$ cat src/rtl/rvga_types.sv
// rvga_types: shared memory-model types (preload modes, response record)
package rvga_types;
  localparam int rvga_mem_word_width_lp = 32;
  typedef logic [rvga_mem_word_width_lp-1:0] rvga_mem_word_t;
  typedef enum logic [1:0] {e_init_zero, e_init_identity, e_init_file} rvga_mem_init_e;
  typedef struct packed {
    logic v;
    logic err;
    rvga_mem_word_t data;
  } rvga_mem_resp_s;
endpackage

$ cat src/rtl/rvga_mem_resp_pipe.sv
// rvga_mem_resp_pipe: latency_p-deep response shift register; last stage keeps err/data while idle, flushed by rst_i
module rvga_mem_resp_pipe
  import rvga_types::*;
#(
  parameter int latency_p = 2,
  parameter int data_width_p = 32
) (
  input  logic           clk_i,
  input  logic           rst_i,
  input  rvga_mem_resp_s resp_i,
  output rvga_mem_resp_s resp_o
);
  rvga_mem_resp_s stage [latency_p];
  rvga_mem_resp_s head, tail_in;
  assign head = '{v: resp_i.v, err: resp_i.err, data: rvga_mem_word_t'(resp_i.data[data_width_p-1:0])};
  if (latency_p == 1) begin : g_one
    assign tail_in = head;
  end else begin : g_many
    assign tail_in = stage[latency_p-2];
  end
  always_ff @(posedge clk_i)
    if (rst_i) stage <= '{default: '0};
    else begin
      for (int i = latency_p - 2; i > 0; i--) stage[i] <= stage[i-1];
      if (latency_p > 1) stage[0] <= head;
      stage[latency_p-1] <= tail_in.v ? tail_in
                          : rvga_mem_resp_s'{v: 1'b0, err: stage[latency_p-1].err, data: stage[latency_p-1].data};
    end
  assign resp_o = stage[latency_p-1];
endmodule

$ cat config.mk
export PLATFORM = sky130hd
export DESIGN_NAME = rvga_mem_resp_pipe
export DESIGN_NICKNAME = d
export VERILOG_FILES = /design/src/rtl/rvga_types.sv /design/src/rtl/rvga_mem_resp_pipe.sv
export SDC_FILE = /design/constraint.sdc
export NUM_CORES = 1
export LEC_CHECK = 0
export BUFFER_PORTS_ARGS = -buffer_cell sky130_fd_sc_hd__buf_2
export CAP_MARGIN = 20
export CELL_PAD_IN_SITES_DETAIL_PLACEMENT = 0
export CELL_PAD_IN_SITES_GLOBAL_PLACEMENT = 1
export CORE_MARGIN = 2
export CORE_UTILIZATION = 25
export DETAILED_ROUTE_END_ITERATION = 16
export PLACE_DENSITY_LB_ADDON = 0.05
export SETUP_SLACK_MARGIN = 0.15
export SYNTH_ARGS = -nofsm -noshare
export SYNTH_HDL_FRONTEND = slang
export SYNTH_SLANG_ARGS = --single-unit
$ cat constraint.sdc
create_clock -name clk_i -period 1.2 [get_ports clk_i]
set_input_delay 0.06 -clock clk_i [delete_from_list [all_inputs] [get_ports clk_i]]
set_output_delay 0.06 -clock clk_i [all_outputs]
set_load 0.02 [all_outputs]
Word-level counts from Yosys, hierarchy flattened
Index checks and enable logic that the tools add are counted.

cells by class
  mux-type cells = 1

operator list
  cell      count
  $mux W34  1

word-level totals
  flip-flop bits (word level) = 68
  bits of input ports = 36

Depth between registers and ports, before layout
  depth after elaboration = 1
  depth in mapped cells = 4
  gate-level depth less buffers = 2

Least setup slack after synthesis
No wires, ideal clock.

  kind = register to register
  start = reg stage[67] (netlist name)
  end = reg stage, in the netlist resp_o[11]
  library setup time = 0.117 ns
  data arrival time = 0.801 ns
  required time = 1.083 ns
  setup slack = 0.282 ns
  stages on the path, launching flop included = 5
  buffers on the path = 2
  clock period less this slack = 0.918 ns
  cells stage by stage = dfxtp_1 buf_6 buf_12 mux2i_1 nor2_1

RTL lines
  item                             line                      text
  start, declared                  rvga_mem_resp_pipe.sv:13  rvga_mem_resp_s stage [latency_p];
  start signal, assigned by index  rvga_mem_resp_pipe.sv:26  stage[latency_p-1] <= tail_in.v ? tail_in

==> metrics <==
worst-margin pin slew=327.1 ps; Core ar.=a little over 9000 µm²; worst rel slew slack=0.7819; gpl congestion=0.6135; Chip Width=102.0 µm; Synth Register Bits=68; final wirelength=~4500 µm; CTS max path bufs=2; Nets=approximately 330; Initial Util=0.2584; YS warnings=0; Tmin final=966.7 ps; Syn Nets=250; HPWL Detailed=2682 µm; Hold Path Class=primary input to register; routed vias=around 1500; final setup TNS=0 ps; CP endpoint kind=register; TritonCTS clock tree=yes; RSZ-0062 raised after global routing=no; status=finished, final reports clean; vias in the first global route=approximately 1500; Setup Skew=between 6 and 7 ps; initial antenna violation count=0; Final Hold Fails=0; Fillers=1000; Clock Sinks=68; Achievable Freq=between 1000 and 1500 MHz; pwr dens=between 1500 and 2000 nW/µm²; Worst-Skew Late Latency=330 ps; TritonCTS buffer count=9; Max-Cap Viols=0; cell row count=35; largest net degree at the start of global routing=between 60 and 70; number of I/O pins=70; clk slew on worst S/H paths=roughly 70 ps; fraction of layout cells with a size suffix above 1=0.3209; Slew Viols, Final=0; WL/cell=between 10 and 15 µm; # port buffers=69; clock share of power=0.465; Seq/Total Area, Yosys=0.5676; WHS=about 180 ps; combinational power share=0.081; critical path class=register to register; gr ovfl total=0; CP required=around 1400 ps; CP Launch Type=register; fin crit share=0.8056; largest area contributor in the synthesized netlist=dfxtp_1; DRT antenna net count=0; Static Leak=~1.5 nW; Synth area leaders=dfxtp_1 (57%), mux2i_1 (14%), buf_4 (11%), nor2b_1 (9.1%), nor2_1 (5.2%); die area=10390 µm²; DRC viols=0; synthesized instance count=~210; Initial DRC Count=23; Avg Cell Area, Syn=about 11 µm²; die height=approximately 100 µm; Final setup viols=0; H-tree level count=3; via/cell ratio=~3.6; Cell variety after synth=9; internal power=about 4.2 mW; clk root buf=clkbuf_8; sw power=about 1.1 mW; top-area cell type share of the netlist area=0.5676; Net Sw Frac=0.2062; Tot Pwr=5.274 mW; worst-path maximum fanout=8; drt first pass iters=4; Tot GR Track Use=0.09109; Syn Std Cell Area=2399 µm²; Layout area overhead=36.57%; crit path DAT=approximately 1200 ps; worst vdd ir=a little over 0.7 mV; sequential share of power=0.453; n_diodes=0; first-pass GRT wire length=approximately 7200 µm
cells in the mapped netlist:
library cell / n
buf_12: 3
buf_4: 35
buf_2: 5
buf_6: 1
nor2_1: 33
clkbuf_2: 1
nor2b_1: 35
dfxtp_1: 68
mux2i_1: 33
flip-flops by register name, indices dropped and copies added (netlist names):
signal  count
resp_o     34
stage      34
critical path: stages, from the launching register on:
cell and delay, ps:
dfxtp_4 430, buf_12 160, mux2i_4 210, nor2_1 50
cell type report:
cell class | count | area [µm²] | area share
flip-flops and latches | 68 | 1365 | 0.4167
repair buffers | 111 | 800.8 | 0.2445
multi-input cells | 101 | 685.7 | 0.2093
well taps | 129 | 161.4 | 0.04927
clock inverters | 7 | 138.9 | 0.04240
clock buffers | 9 | 123.9 | 0.03782
cell usage in the layout (no fill, tap or decap):
cell type      count
clkbuf_8           9
mux2i_1           32
dfxtp_1           67
buf_2             69
bufinv_16          4
clkbuf_16          1
mux2i_4            1
dfxtp_4            1
clkinv_4           1
nor2_1            33
clkinv_2           2
dlygate4sd3_1     34
nor2b_1           35
buf_4              4
buf_12             3
path summary, 6_finish.rpt:
| path | start | to | slack (ps) | cells past startpoint |
|---|---|---|---|---|
| worst min-delay path | rst_i | resp_o[2] | 180 | 3 |
| worst max register to register | stage[67] | resp_o[17] | 230 | 3 |
| worst min register to register | stage[40] | resp_o[6] | 470 | 2 |
| worst max-delay path | stage[67] | resp_o[17] | 230 | 3 |
cells by family after synthesis:
family	synth area share
buf+inv	0.1518
flops	0.5676
mux	0.1377
simple gates	0.1429
per-layer routing:
layer	global-route usage	part of all wire
met1	0.1045	0.47
met2	0.1407	0.44
met3	0.05335	0.081
met4	0.03385	0.010
met5	0	0
power by group through the flow:
stage,Sequential (mW),Clock (mW),Combinational (mW)
finish,2.39,2.45,0.429
global placement,2.45,0,0.334
CTS,2.39,2.56,0.420
global route,2.40,2.67,0.475
floorplan,2.43,0,0.277
detailed placement,2.44,0,0.334
through the flow:
step	instances	setup WS [ps]	instance area (µm²)	util
6_report	425	233.3	3276	0.3528
5_1_grt	425	166.9	3276	0.3528
4_1_cts	421	214.0	3216	0.3464
3_5_place_dp	371	157.0	2610	0.2811
3_3_place_gp	371	189.9	2610	0.2811
2_1_floorplan	214	281.5	2399	-
repair_timing:
item                       4_1_cts  5_1_grt
buffers inserted                 0        3
hold buffers                    34        0
resized for setup                1        2
gates cloned                     0        1
pin swaps                        0        0
setup endpoints to repair        1        1
hold endpoints to repair        34        0
Note: power is estimated with default switching activity, not from simulation.
